<file path="src/rtl/memif_pkg.sv">
// Shared types and constants for the memory bus interface.
package memif_pkg;

   typedef enum logic [1:0] {
      IDLE    = 2'd0,
      SETUP   = 2'd1,
      ACCESS  = 2'd2,
      RECOVER = 2'd3
   } memif_state_t;

   localparam int BUS_W = 16;
   localparam logic [BUS_W-1:0] ERR_DATA = 16'hFFFF;

   // Increment that sticks at the all-ones value instead of wrapping.
   function automatic logic [7:0] sat_inc8(input logic [7:0] v);
      if (v == 8'hFF) begin
         return v;
      end else begin
         return v + 8'd1;
      end
   endfunction

endpackage

</file>
<file path="src/rtl/mem_wait_timer.sv">
// Wait-state timer for the ACCESS phase: 8-bit saturating counter with
// clear/enable. count_q holds the number of completed ACCESS cycles, so the
// cycle currently in progress is count_q + 1; both thresholds compare that
// 1-based cycle number against the parameters.
module mem_wait_timer
   import memif_pkg::*;
#(
   parameter int WAIT_MIN = 1,
   parameter int TIMEOUT  = 15
) (
   input  logic clk,
   input  logic rst,
   input  logic clear,
   input  logic enable,
   output logic min_reached,
   output logic expired
);

   localparam logic [8:0] WAIT_MIN_C = 9'(WAIT_MIN);
   localparam logic [8:0] TIMEOUT_C  = 9'(TIMEOUT);

   logic [7:0] count_q;
   logic [7:0] count_d;
   logic [8:0] cycle_s;

   // Next count: clear wins over enable, saturating increment otherwise.
   always_comb begin
      count_d = count_q;
      if (clear) begin
         count_d = 8'd0;
      end else if (enable) begin
         count_d = sat_inc8(count_q);
      end else begin
         count_d = count_q;
      end
   end

   // Counter register with synchronous reset.
   always_ff @(posedge clk) begin
      if (rst) begin
         count_q <= 8'd0;
      end else begin
         count_q <= count_d;
      end
   end

   // Threshold decode on the 1-based number of the current ACCESS cycle.
   always_comb begin
      cycle_s     = {1'b0, count_q} + 9'd1;
      min_reached = (cycle_s >= WAIT_MIN_C);
      expired     = (cycle_s == TIMEOUT_C);
   end

endmodule

</file>
<file path="src/rtl/mem_bus_if.sv">
// Memory bus interface: runs single-word read/write transactions on the
// external bus for the datapath, with wait states, ready handshake and a
// sticky timeout error. Strobes and DataValid are registered from the
// next-state decode so they line up exactly with ACCESS / RECOVER.
module mem_bus_if
   import memif_pkg::*;
#(
   parameter int WAIT_MIN = 1,
   parameter int TIMEOUT  = 15
) (
   input  logic             Clock,
   input  logic             Reset,
   input  logic [BUS_W-1:0] SysBus,
   input  logic             AddrWe,
   input  logic             ReadReq,
   input  logic             WriteReq,
   input  logic             ErrClr,
   output logic [BUS_W-1:0] DataIn,
   output logic             DataValid,
   output logic             Stall,
   output logic             BusErr,
   output logic [BUS_W-1:0] MemAddr,
   output logic [BUS_W-1:0] MemWData,
   input  logic [BUS_W-1:0] MemRData,
   output logic             MemRead,
   output logic             MemWrite,
   input  logic             MemReady
);

   memif_state_t     state_q, state_d;
   logic             op_write_q, op_write_d;
   logic [BUS_W-1:0] mem_addr_q, mem_addr_d;
   logic [BUS_W-1:0] mem_wdata_q, mem_wdata_d;
   logic [BUS_W-1:0] data_in_q, data_in_d;
   logic             data_valid_q, data_valid_d;
   logic             bus_err_q, bus_err_d;
   logic             mem_read_q, mem_read_d;
   logic             mem_write_q, mem_write_d;
   logic             timeout_s;
   logic             min_reached_s;
   logic             expired_s;

   mem_wait_timer #(
      .WAIT_MIN (WAIT_MIN),
      .TIMEOUT  (TIMEOUT)
   ) u_timer (
      .clk         (Clock),
      .rst         (Reset),
      .clear       (state_q == SETUP),
      .enable      (state_q == ACCESS),
      .min_reached (min_reached_s),
      .expired     (expired_s)
   );

   // Next-state and datapath register decode; requests only act in IDLE.
   always_comb begin
      state_d     = state_q;
      op_write_d  = op_write_q;
      mem_addr_d  = mem_addr_q;
      mem_wdata_d = mem_wdata_q;
      data_in_d   = data_in_q;
      timeout_s   = 1'b0;
      case (state_q)
         IDLE: begin
            if (WriteReq) begin
               // Write takes priority; a simultaneous read or AddrWe is dropped.
               state_d     = SETUP;
               op_write_d  = 1'b1;
               mem_wdata_d = SysBus;
            end else if (ReadReq) begin
               state_d    = SETUP;
               op_write_d = 1'b0;
               if (AddrWe) begin
                  mem_addr_d = SysBus;
               end else begin
                  mem_addr_d = mem_addr_q;
               end
            end else if (AddrWe) begin
               mem_addr_d = SysBus;
            end else begin
               state_d = IDLE;
            end
         end
         SETUP: begin
            state_d = ACCESS;
         end
         ACCESS: begin
            if (MemReady && min_reached_s) begin
               state_d = RECOVER;
               if (op_write_q) begin
                  data_in_d = data_in_q;
               end else begin
                  data_in_d = MemRData;
               end
            end else if (expired_s) begin
               state_d   = RECOVER;
               timeout_s = 1'b1;
               if (op_write_q) begin
                  data_in_d = data_in_q;
               end else begin
                  data_in_d = ERR_DATA;
               end
            end else begin
               state_d = ACCESS;
            end
         end
         RECOVER: begin
            state_d = IDLE;
         end
         default: begin
            state_d = IDLE;
         end
      endcase

      // Timeout set beats a same-cycle clear.
      if (timeout_s) begin
         bus_err_d = 1'b1;
      end else if (ErrClr) begin
         bus_err_d = 1'b0;
      end else begin
         bus_err_d = bus_err_q;
      end

      data_valid_d = (state_d == RECOVER) && !op_write_q;
      mem_read_d   = (state_d == ACCESS) && !op_write_d;
      mem_write_d  = (state_d == ACCESS) && op_write_d;
   end

   // State and output registers with synchronous reset.
   always_ff @(posedge Clock) begin
      if (Reset) begin
         state_q      <= IDLE;
         op_write_q   <= 1'b0;
         mem_addr_q   <= 16'h0000;
         mem_wdata_q  <= 16'h0000;
         data_in_q    <= 16'h0000;
         data_valid_q <= 1'b0;
         bus_err_q    <= 1'b0;
         mem_read_q   <= 1'b0;
         mem_write_q  <= 1'b0;
      end else begin
         state_q      <= state_d;
         op_write_q   <= op_write_d;
         mem_addr_q   <= mem_addr_d;
         mem_wdata_q  <= mem_wdata_d;
         data_in_q    <= data_in_d;
         data_valid_q <= data_valid_d;
         bus_err_q    <= bus_err_d;
         mem_read_q   <= mem_read_d;
         mem_write_q  <= mem_write_d;
      end
   end

   // Stall also covers the request cycle so the control unit holds at once.
   assign Stall     = (state_q != IDLE) | ReadReq | WriteReq;
   assign DataIn    = data_in_q;
   assign DataValid = data_valid_q;
   assign BusErr    = bus_err_q;
   assign MemAddr   = mem_addr_q;
   assign MemWData  = mem_wdata_q;
   assign MemRead   = mem_read_q;
   assign MemWrite  = mem_write_q;

endmodule
</file>
<file path="config.mk">
export PLATFORM = sky130hd
export DESIGN_NAME = mem_bus_if
export DESIGN_NICKNAME = d
export VERILOG_FILES = /design/src/rtl/memif_pkg.sv /design/src/rtl/mem_wait_timer.sv /design/src/rtl/mem_bus_if.sv
export SDC_FILE = /design/constraint.sdc
export NUM_CORES = 1
export LEC_CHECK = 0
export CORE_MARGIN = 1
export CORE_UTILIZATION = 40
export DETAILED_ROUTE_END_ITERATION = 10
export PLACE_DENSITY = 0.87
export SKIP_LAST_GASP = 1
export SLEW_MARGIN = 20
export SYNTH_ARGS = -nofsm -noshare
export SYNTH_HDL_FRONTEND = slang
export SYNTH_SLANG_ARGS = --single-unit
</file>
<file path="constraint.sdc">
create_clock -name Clock -period 2.2 [get_ports Clock]
set_clock_uncertainty 0.2 [all_clocks]
set_input_delay 0.22 -clock Clock [delete_from_list [all_inputs] [get_ports Clock]]
set_output_delay 0.22 -clock Clock [all_outputs]
set_load 0.005 [all_outputs]
</file>
==> impl_metrics.yaml <==
synth:
  netlist.area_leader.share_pct: 49.4
  synth_nets: 331
  yosys.area.top_type: "dfxtp_1"
  yosysMostFrequentCell: "nand2_1"
  ys_top_cells_by_count: "nand2_1 (73), dfxtp_1 (63), a21oi_1 (39)"
  yosysWarnings: 0
  seq_area_frac_synth_pct: 49.4
  synth.avg_cell_area_um2: 8.92
  ys_async_sr_fraction_pct: 0
  synth_flop_cell: "dfxtp_1"
  netlist_area_mm2: 0.00255
  netlist_instances: 286
  ys_types: 45
  synth.area.top_cells: "dfxtp_1 (49%), nand2_1 (11%), a21oi_1 (7.6%), o221a_1 (3.5%), o221a_2 (3.5%)"
  ys_ff_latch: 63
  synth_edf_count: 0
setup_path:
  worst_ep_required_time_ns: 2.22
  path_delay_family: "compound AO/OA/AOI/OAI gates"
  max_stage_delay_ns: 0.37
  worstReg2RegEnd: "DataIn[0]"
  r2r_start: "u_timer.count_q[0]"
  cp.buffers_inverters: 2
  crit_fanout: 16
  slowest_stage: "dfxtp_4"
  crit_type: "flip-flop to flip-flop"
  crit_path_end_kind: "flip-flop"
  arrival_ns: 2.25
  cp-start-kind: "flip-flop"
  r2r_cells: 9
  r2r_setup_slack_ns: -0.03
  worstPathCellList: "ha_4 > buf_4 > or2_2 > o21ai_1 > a31oi_4 > o21bai_4 > a21oi_4 > buf_12 > o221a_2"
worst_hold_path:
  min_to: "MemAddr[9]"
  worstHoldStart: "MemAddr[9]"
  hold_depth: 2
  hold_class: "flip-flop to flip-flop"
die:
  die_w_um: 81.9
  boundaryPins: 92
  start_util_pct: 42.4
  row_count: 28
  dieArea_mm2: 0.00670
  core_area_mm2: 0.00603
  die_h_um: 81.9
sta:
  clock.fmax_ghz: 0.449
  fin_setup_tns_ns: -0.188
  hold_viol_final: 0
  whs_ns: 0.255
  post-route-period-util_pct: 101
  setup_ws_ns: -0.0285
  maxSlewHeadroom_pct: 61.0
  slew_viol_final: 0
  max_slew.worst_pin.slew_ns: 0.584
  rsz0062_at_grt: "yes"
  finalSetupViolations: 12
  period_minus_slack_ns: 2.23
cells_and_area:
  syn_to_final_growth_pct: 55.8
  n_antenna_cell: 0
  finalNonFillerCells: 478
  num-nets-final: 444
  drive_above_1_share_pct: 18.1
route:
  firstDrtPassIters: 4
  drc: 0
  num_vias: 2420
  initialDrtViolationCount: 100
  routed_wl_um: 6790
  drtAntennaViolNets: 0
  wl_per_cell_um: 14.2
  viasPerCell: 5.06
global_routing:
  overflow: 0
  track_usage_pct: 21.3
  grt_antenna_before_repair: 0
  grt_max_degree: 20
  grt_first_pass_wirelength_um: 10500
  grt_pass1_vias: 2229
placed_design:
  placedCellCount: 461
  place.gp.congestion: 0.904
  portBuffers: 91
  dp_hpwl_um: 4840
run_status:
  violations: "setup timing"
  status: "finished with violations"
clock_tree:
  cts_root_buf: "clkbuf_8"
  clock_latency_ns: 0.34
  clock_path_buffers: 2
  cts.sinks: 63
  cts_tree: "built"
  h-tree-depth: 3
  clk_pin_slew_ns: 0.07
  numCtsBuffers: 9
  holdBufCountCts: 0
power_and_ir_drop:
  leakage_nw: 1.47
  peakVddDrop_mv: 0.706
  cellPowerDensity_mw_per_mm2: 829
flow_run:
  maxCapViolCount: 0
state kept, by name (all words and copies together) (netlist names):
register / cells
op_write_q: 1
MemWrite: 1
MemWData: 16
MemAddr: 16
state_q: 2
MemRead: 1
u_timer.count_q: 8
DataIn: 16
BusErr: 1
DataValid: 1
stage by stage:
stage | total power (W) | util [%] | worst slack [ns] | cell area [um^2]
after global routing | 0.00348 | 66.0 | -0.0994 | 3980
after global placement | 0.00222 | 61.3 | -0.0985 | 3690
after CTS | 0.00331 | 65.6 | -0.00492 | 3950
after detailed placement | 0.00225 | 61.3 | -0.187 | 3690
after floorplan | 0.00178 | - | -0.0733 | 2580
final | 0.00330 | 66.0 | -0.0285 | 3980
worst min-delay path, stage by stage (launching register included):
cell and delay (ns):
dfxtp_1 0.31, nand2_1 0.05, a21oi_1 0.05
how the worst max path moves through the flow:
stage | cells past startpoint | slack (ns) | endpoint | startpoint
after floorplan | 9 | -0.07 | DataIn[10] | u_timer.count_q[0]
after global placement | 6 | -0.1 | DataIn[11] | u_timer.count_q[3]
after detailed placement | 6 | -0.19 | DataIn[2] | u_timer.count_q[3]
after CTS | 4 | -0.005 | Stall | state_q[0]
after global routing | 9 | -0.1 | DataIn[0] | u_timer.count_q[1]
final | 9 | -0.03 | DataIn[0] | u_timer.count_q[0]
cell type report:
cell class | instances | area (um^2)
Sequential cell | 63 | 1270
Tap cell | 75 | 93.8
Clock inverter | 3 | 42.5
Timing Repair Buffer | 118 | 1140
Clock buffer | 12 | 155
Fill cell | 509 | 2050
Multi-Input combinational cell | 199 | 1240
Inverter | 8 | 30.0
placed cells by master (no fill, tap or decap), drive strengths merged, types with 2 or more instances in the layout:
| cell type | instances |
|---|---|
| clkdlybuf4s50 | 90 |
| nand2 | 73 |
| dfxtp | 63 |
| a21oi | 40 |
| buf | 27 |
| o221a | 16 |
| clkbuf | 12 |
| nor2 | 9 |
| inv | 8 |
| ha | 6 |
| nand3 | 5 |
| xnor2 | 5 |
| o21ai | 5 |
| and4 | 4 |
| and2 | 3 |
| nor3 | 3 |
| nand4 | 3 |
| and3 | 3 |
| nand3b | 2 |
| or2 | 2 |
| nor2b | 2 |
| nand2b | 2 |
| xor2 | 2 |
| or3 | 2 |
| a31oi | 2 |
logic make-up after synthesis:
family,count (synthesis),synth area share [%]
xor gates and xnor gates,7,2.40
buffers and inverters,24,4.75
and+or+nand+nor,117,21.7
DFF,63,49.4
AOI/OAI and AO/OA,69,18.8
adders and majority gates,6,2.94
where the power goes:
part	switching, W	total [W]	internal, W
Clock	0.000429	0.00101	0.000577
Combinational	0.000406	0.000916	0.000511
Sequential	0.0000878	0.00138	0.00129
Total	0.000922	0.00330	0.00238
metal layers:
layer  up-vias  global-route usage (%)  wire length, um
li1       1214                       -                -
met4         0                    8.25              105
met5         -                       0                0
met3         8                    9.56              610
met2        93                    35.9             3290
met1      1105                    23.2             2790
repair_timing:
item / 4_1_cts / 5_1_grt
setup endpoints to repair: 20 / 21
resized for setup: 11 / 5
setup buffers: 2 / 0
pin swaps: 6 / 1
Power figures use the tool's default switching activity.
